==> src/rtl/rrc_rdseq.sv <==
// rrc_rdseq: read sequencer for the rrc ReRAM macro.
// Takes single-beat read requests, runs the macro through the wake, setup,
// sense and recover phases, and returns the captured data as a one-cycle
// response. Puts the macro into NAP after a programmable idle period.
//
// state   | meaning
// --------+-----------------------------------------------------------
// IDLE    | waiting for a request, idle counter may push the macro to NAP
// WAKE    | NAP released, waiting T_WAKE cycles before driving enables
// SETUP   | CE/XE/YE and address driven for T_SETUP cycles
// SENSE   | AE/READ driven, waiting for RDONE or TMO_CYC cycles
// RESP    | one-cycle response pulse, all strobes low
// RECOVER | all strobes low for T_REC cycles before the next accept
module rrc_rdseq #(
    parameter int XAW      = 12,
    parameter int YAW      = 5,
    parameter int DW       = 144,
    parameter int T_SETUP  = 2,
    parameter int T_REC    = 1,
    parameter int T_WAKE   = 4,
    parameter int TMO_CYC  = 64,
    parameter int NAP_IDLE = 256,
    parameter int CW       = 16
) (
    input  logic           clk,
    input  logic           resetn,
    input  logic           cfg_en,
    input  logic           req_valid,
    output logic           req_ready,
    input  logic [XAW-1:0] req_xadr,
    input  logic [YAW-1:0] req_yadr,
    output logic           rsp_valid,
    output logic           rsp_err,
    output logic [DW-1:0]  rsp_data,
    output logic           busy,
    output logic           CE,
    output logic           XE,
    output logic           YE,
    output logic           AE,
    output logic           READ,
    output logic           NAP,
    output logic [XAW-1:0] XADR,
    output logic [YAW-1:0] YADR,
    input  logic           RDONE,
    input  logic [DW-1:0]  DOUT
);

    localparam logic [2:0] S_IDLE    = 3'd0;
    localparam logic [2:0] S_WAKE    = 3'd1;
    localparam logic [2:0] S_SETUP   = 3'd2;
    localparam logic [2:0] S_SENSE   = 3'd3;
    localparam logic [2:0] S_RESP    = 3'd4;
    localparam logic [2:0] S_RECOVER = 3'd5;

    localparam logic [CW-1:0] C_ONE   = CW'(1);
    localparam logic [CW-1:0] C_WAKE  = CW'(T_WAKE);
    localparam logic [CW-1:0] C_SETUP = CW'(T_SETUP);
    localparam logic [CW-1:0] C_TMO   = CW'(TMO_CYC);
    localparam logic [CW-1:0] C_REC   = CW'(T_REC);
    // Idle count at which NAP is requested; unused when auto-nap is off.
    localparam logic [CW-1:0] C_NAP   = CW'((NAP_IDLE > 0) ? (NAP_IDLE - 1) : 0);
    localparam bit            NAP_ON  = (NAP_IDLE > 0);

    logic [2:0]     r_state;
    logic [2:0]     w_nxt;
    logic [CW-1:0]  r_cnt;
    logic [CW-1:0]  w_cnt_nxt;
    logic [CW-1:0]  r_idle_cnt;
    logic           r_rdy;
    logic           r_en;
    logic           r_sense;
    logic           r_nap;
    logic           r_busy;
    logic           r_rsp_valid;
    logic           r_rsp_err;
    logic [DW-1:0]  r_rsp_data;
    logic [XAW-1:0] r_xadr;
    logic [YAW-1:0] r_yadr;
    logic           w_accept;
    logic           w_tmo;
    logic           w_hit;
    logic           w_idle_inc;

    // r_rdy only marks "state is IDLE"; cfg_en gates it so a drop of
    // cfg_en blocks the very next accept.
    assign req_ready  = r_rdy & cfg_en;
    assign w_accept   = req_valid & req_ready;
    assign w_hit      = (r_state == S_SENSE) & RDONE;
    assign w_tmo      = (r_state == S_SENSE) & ~RDONE & (r_cnt == C_TMO);
    assign w_idle_inc = NAP_ON & (r_state == S_IDLE) & ~w_accept & ~r_nap & cfg_en;

    assign rsp_valid = r_rsp_valid;
    assign rsp_err   = r_rsp_err;
    assign rsp_data  = r_rsp_data;
    assign busy      = r_busy;
    assign CE        = r_en;
    assign XE        = r_en;
    assign YE        = r_en;
    assign AE        = r_sense;
    assign READ      = r_sense;
    assign NAP       = r_nap;
    assign XADR      = r_xadr;
    assign YADR      = r_yadr;

    // Next state and phase counter; the counter reads 1 in the first cycle
    // of each timed phase.
    always_comb begin
        w_nxt     = r_state;
        w_cnt_nxt = r_cnt;
        case (r_state)
            S_IDLE: begin
                w_cnt_nxt = '0;
                if (w_accept) begin
                    w_nxt     = r_nap ? S_WAKE : S_SETUP;
                    w_cnt_nxt = C_ONE;
                end
            end
            S_WAKE: begin
                if (r_cnt == C_WAKE) begin
                    w_nxt     = S_SETUP;
                    w_cnt_nxt = C_ONE;
                end else begin
                    w_cnt_nxt = r_cnt + C_ONE;
                end
            end
            S_SETUP: begin
                if (r_cnt == C_SETUP) begin
                    w_nxt     = S_SENSE;
                    w_cnt_nxt = C_ONE;
                end else begin
                    w_cnt_nxt = r_cnt + C_ONE;
                end
            end
            S_SENSE: begin
                if (w_hit || w_tmo) begin
                    w_nxt     = S_RESP;
                    w_cnt_nxt = '0;
                end else begin
                    w_cnt_nxt = r_cnt + C_ONE;
                end
            end
            S_RESP: begin
                w_nxt     = S_RECOVER;
                w_cnt_nxt = C_ONE;
            end
            S_RECOVER: begin
                if (r_cnt == C_REC) begin
                    w_nxt     = S_IDLE;
                    w_cnt_nxt = '0;
                end else begin
                    w_cnt_nxt = r_cnt + C_ONE;
                end
            end
            default: begin
                w_nxt     = S_IDLE;
                w_cnt_nxt = '0;
            end
        endcase
    end

    // State, counter and registered macro/response outputs.
    always_ff @(posedge clk or negedge resetn) begin
        if (!resetn) begin
            r_state     <= S_IDLE;
            r_cnt       <= '0;
            r_rdy       <= 1'b0;
            r_en        <= 1'b0;
            r_sense     <= 1'b0;
            r_busy      <= 1'b0;
            r_rsp_valid <= 1'b0;
            r_rsp_err   <= 1'b0;
            r_rsp_data  <= '0;
            r_xadr      <= '0;
            r_yadr      <= '0;
        end else begin
            r_state     <= w_nxt;
            r_cnt       <= w_cnt_nxt;
            r_rdy       <= (w_nxt == S_IDLE);
            r_en        <= (w_nxt == S_SETUP) || (w_nxt == S_SENSE);
            r_sense     <= (w_nxt == S_SENSE);
            r_busy      <= (w_nxt != S_IDLE);
            r_rsp_valid <= (w_nxt == S_RESP);
            r_rsp_err   <= w_tmo;
            if (w_hit) begin
                r_rsp_data <= DOUT;
            end else if (w_tmo) begin
                r_rsp_data <= '0;
            end
            if (w_accept) begin
                r_xadr <= req_xadr;
                r_yadr <= req_yadr;
            end
        end
    end

    // Idle counter and NAP; an accept always beats a NAP request in the same cycle.
    always_ff @(posedge clk or negedge resetn) begin
        if (!resetn) begin
            r_idle_cnt <= '0;
            r_nap      <= 1'b0;
        end else begin
            if (w_accept) begin
                r_nap <= 1'b0;
            end
            if (w_idle_inc) begin
                if (r_idle_cnt == C_NAP) begin
                    r_idle_cnt <= '0;
                    r_nap      <= 1'b1;
                end else begin
                    r_idle_cnt <= r_idle_cnt + C_ONE;
                end
            end else begin
                r_idle_cnt <= '0;
            end
        end
    end

endmodule

==> config.mk <==
export PLATFORM = sky130hd
export DESIGN_NAME = rrc_rdseq
export DESIGN_NICKNAME = d
export VERILOG_FILES = /design/src/rtl/rrc_rdseq.sv
export SDC_FILE = /design/constraint.sdc
export NUM_CORES = 1
export LEC_CHECK = 0
export ABC_AREA = 1
export CAP_MARGIN = 20
export CORE_UTILIZATION = 40
export DETAILED_ROUTE_END_ITERATION = 10
export PLACE_DENSITY = 0.77
export SLEW_MARGIN = 30
export SYNTH_ARGS = -nofsm -noshare
export SYNTH_HDL_FRONTEND = slang
export SYNTH_SLANG_ARGS = --single-unit
==> constraint.sdc <==
create_clock -name clk -period 1.7 [get_ports clk]
set_clock_uncertainty 0.05 [all_clocks]
set_input_delay 0.425 -clock clk [delete_from_list [all_inputs] [get_ports clk]]
set_output_delay 0.425 -clock clk [all_outputs]
set_load 0.01 [all_outputs]
==> flow_metrics.tcl <==
set metrics [dict create \
    postSynthAreaPerCell_um2 9.055 \
    worst_slack_ps 16.29 \
    grt_pass1_wl_um 39850 \
    grt_pass1_vias 7677 \
    cts_max_level 1 \
    synth_compound_area_frac 0.009765 \
    synth_xor_area_frac 0.01836 \
    yosys_warnings 0 \
    clk_latency_ps 520 \
    synth_top_family_by_area "simple AND/OR/NAND/NOR gates" \
    grt-ovfl-total 0 \
    wl_um 26200 \
    rows 53 \
    post-place-ws_ps -366.3 \
    power_density_nw_per_um2 1583 \
    worst_ep_arrival_time_ps 1210 \
    dpl_cell_area_um2 12490 \
    fin_util 0.6410 \
    die-area_um2 22050 \
    fin_nets 1481 \
    vias 7979 \
    drtPass1Iterations 4 \
    cts_tree "built" \
    cp-end-kind "primary output" \
    crit_fanout 2 \
    globalplace.congestion 0.8638 \
    wire_per_inst_um 16.37 \
    cts_buffer_depth 3 \
    core-area_um2 21020 \
    yosysSeqAreaShare 0.5918 \
    fmax_mhz 593.9 \
    netlist_area_um2 8584 \
    netlist_instances 948 \
    dieWidth_um 148.5 \
    drtAntennaViolNets 0 \
    drc_errors 0 \
    viasPerCell 4.984 \
    cp.depth 1 \
    fin_area_um2 13480 \
    worstMarginPinSlew_ps 724.7 \
    maxCapViolCount 0 \
    rr_worst_depth 8 \
    grt_use_total 0.2249 \
    grt_max_degree 145 \
    drv_slew 0 \
    area_delta_synth_final_pct 56.97 \
    reg2reg_to "rsp_data[108]$_DFFE_PN0P_" \
    vdd.ir_drop.worst_v 0.001021 \
    start_kind "flop" \
    tns_ps 0 \
    hold_slack_ps 333.1 \
    path_delay_family "flip-flops" \
    cp_cell_sequence "dlygate4sd2_1" \
    synth_cell_type_count 33 \
    worstHoldPathType "in2reg" \
    portBuffers 336 \
    power.leakage_uw 0.006732 \
    diodes 0 \
    synth_simple_gate_area_frac 0.2985 \
    drt-initial-drc-count 386 \
    dp_hpwl_um 17590 \
    reg2reg_slack_ps 20 \
    status "completed" \
    final_common_cell "nand2_1" \
    final_layout_size_suffix_gt1_frac 0.1229 \
    r2r_start "r_cnt[3]$_DFF_PN0_" \
    hold_viol_final 0 \
    cp.required_ps 1220 \
    antenna_found_initial 0 \
    synth_adder_area_share 0.007288 \
    crit_type "reg2out" \
    cp_slowest_stage_delay_ps 390 \
    start_util 0.4084 \
    synth_seq_cells 203 \
    synthMuxAreaShare 0.02230 \
    io_pins 337 \
    crit_end "rsp_data[44]" \
    period_minus_slack_ps 1684 \
    maxSlewHeadroom 0.5169 \
    synth.net_count 1119 \
    clkTransAtPathRegs_ps 60 \
    period_share 0.9904 \
    critPathLaunch "rsp_data[44]$_DFFE_PN0P_" \
    die_height_um 148.5 \
    layout_common_cells "334 x nand2_1, 201 x dfrtp_1, 163 x clkdlybuf4s50_1, 159 x nand3_1, 96 x dlygate4sd2_1" \
    crit_buf_inv 1 \
    cts_root_buffer "clkbuf_16" \
    setup_violations 0 \
    rsz0062_at_grt "yes" \
    numCtsBuffers 23 \
    crit_path_top_delay_cell "dfrtp_1" \
    cts_sinks 203 \
]
[synth_stat cells (all sizes together)]
cell    number  area, um2
nor3        12      76.33
clkbuf      22      82.58
xnor2        6      52.55
nand2      345       1300
nor4b        1      8.760
nor2        63      251.5
mux2        17      191.4
buf         31      217.7
xor2        12      105.1
inv         39      146.4
nand3      165      835.8
nand4        5      37.53
a21oi        5      25.02
nor4         4      25.02
nor3b        2      15.01
a211oi       1      7.510
dfrtp      203       5080
o21a         1      7.510
o211ai       1      7.510
a31oi        1      6.260
a22oi        2      15.01
o21ai        3      15.01
and3         2      12.51
ha           5      62.56
[stage by stage]
step	power, uW	std cells
3_3_place_gp	16790	1550
4_1_cts	21060	1592
2_1_floorplan	11440	948
6_report	21340	1601
5_1_grt	22610	1601
3_5_place_dp	17040	1550
[sequential cells by signal, indices dropped and copies added (netlist names), 3 cells and up]
signal and flops:
YADR 5, r_idle_cnt 16, rsp_data 144, XADR 12, r_state 3, r_cnt 16
[where the power goes]
group	total, uW	internal, uW	switching [uW]	leakage (uW)
registers	7980	6870	1100	0.00258
clock network	5320	3300	2020	0.000410
logic	8040	3840	4190	0.00374
[per-layer routing]
layer / vias to the layer above / global-route usage / share of wire
li1: 3765 / - / -
met1: 3830 / 0.2865 / 0.40
met2: 329 / 0.3829 / 0.49
met3: 55 / 0.04356 / 0.077
met4: 0 / 0.07371 / 0.030
met5: - / 0 / 0
[kinds of logic (layout without fill, tap and decap cells)]
kind of cell	Yosys count	after routing
compound gates	14	14
xor+xnor	18	18
fa+ha+maj	5	5
buf+inv	92	469
flops	203	203
mux	17	17
simple gates	599	600
[area by class of cell]
| type | instances | area (um2) |
|---|---|---|
| clock buffers | 32 | 689.4 |
| multi-input cells | 654 | 3219 |
| repair buffers | 389 | 3840 |
| flip-flops and latches | 203 | 5082 |
| well taps | 275 | 344.1 |
| fillers | 1701 | 7546 |
| clock inverters | 9 | 141.4 |
| inverters | 39 | 158.9 |
[worst min-delay path by stage]
stage	endpoint	slack (ps)	start	cells after the start
global route	rsp_valid$_DFF_PN0_	330	RDONE	4
floorplan	AE$_DFF_PN0_	80	resetn	0
global placement	rsp_data[130]$_DFFE_PN0P_	350	resetn	1
finish	rsp_valid$_DFF_PN0_	330	RDONE	4
detailed placement	rsp_data[132]$_DFFE_PN0P_	360	resetn	1
CTS	rsp_valid$_DFF_PN0_	180	RDONE	3
[what timing repair did]
| action | in CTS | in global routing |
|---|---|---|
| hold buffers | 1 | 0 |
| pin swaps | 0 | 16 |
| cloned | 0 | 3 |
| gates resized for setup | 198 | 107 |
| setup endpoints to repair | 172 | 228 |
| endpoints found under the hold margin | 33 | 0 |
| setup buffers | 0 | 6 |
Note: power is estimated with default switching activity, not from simulation.
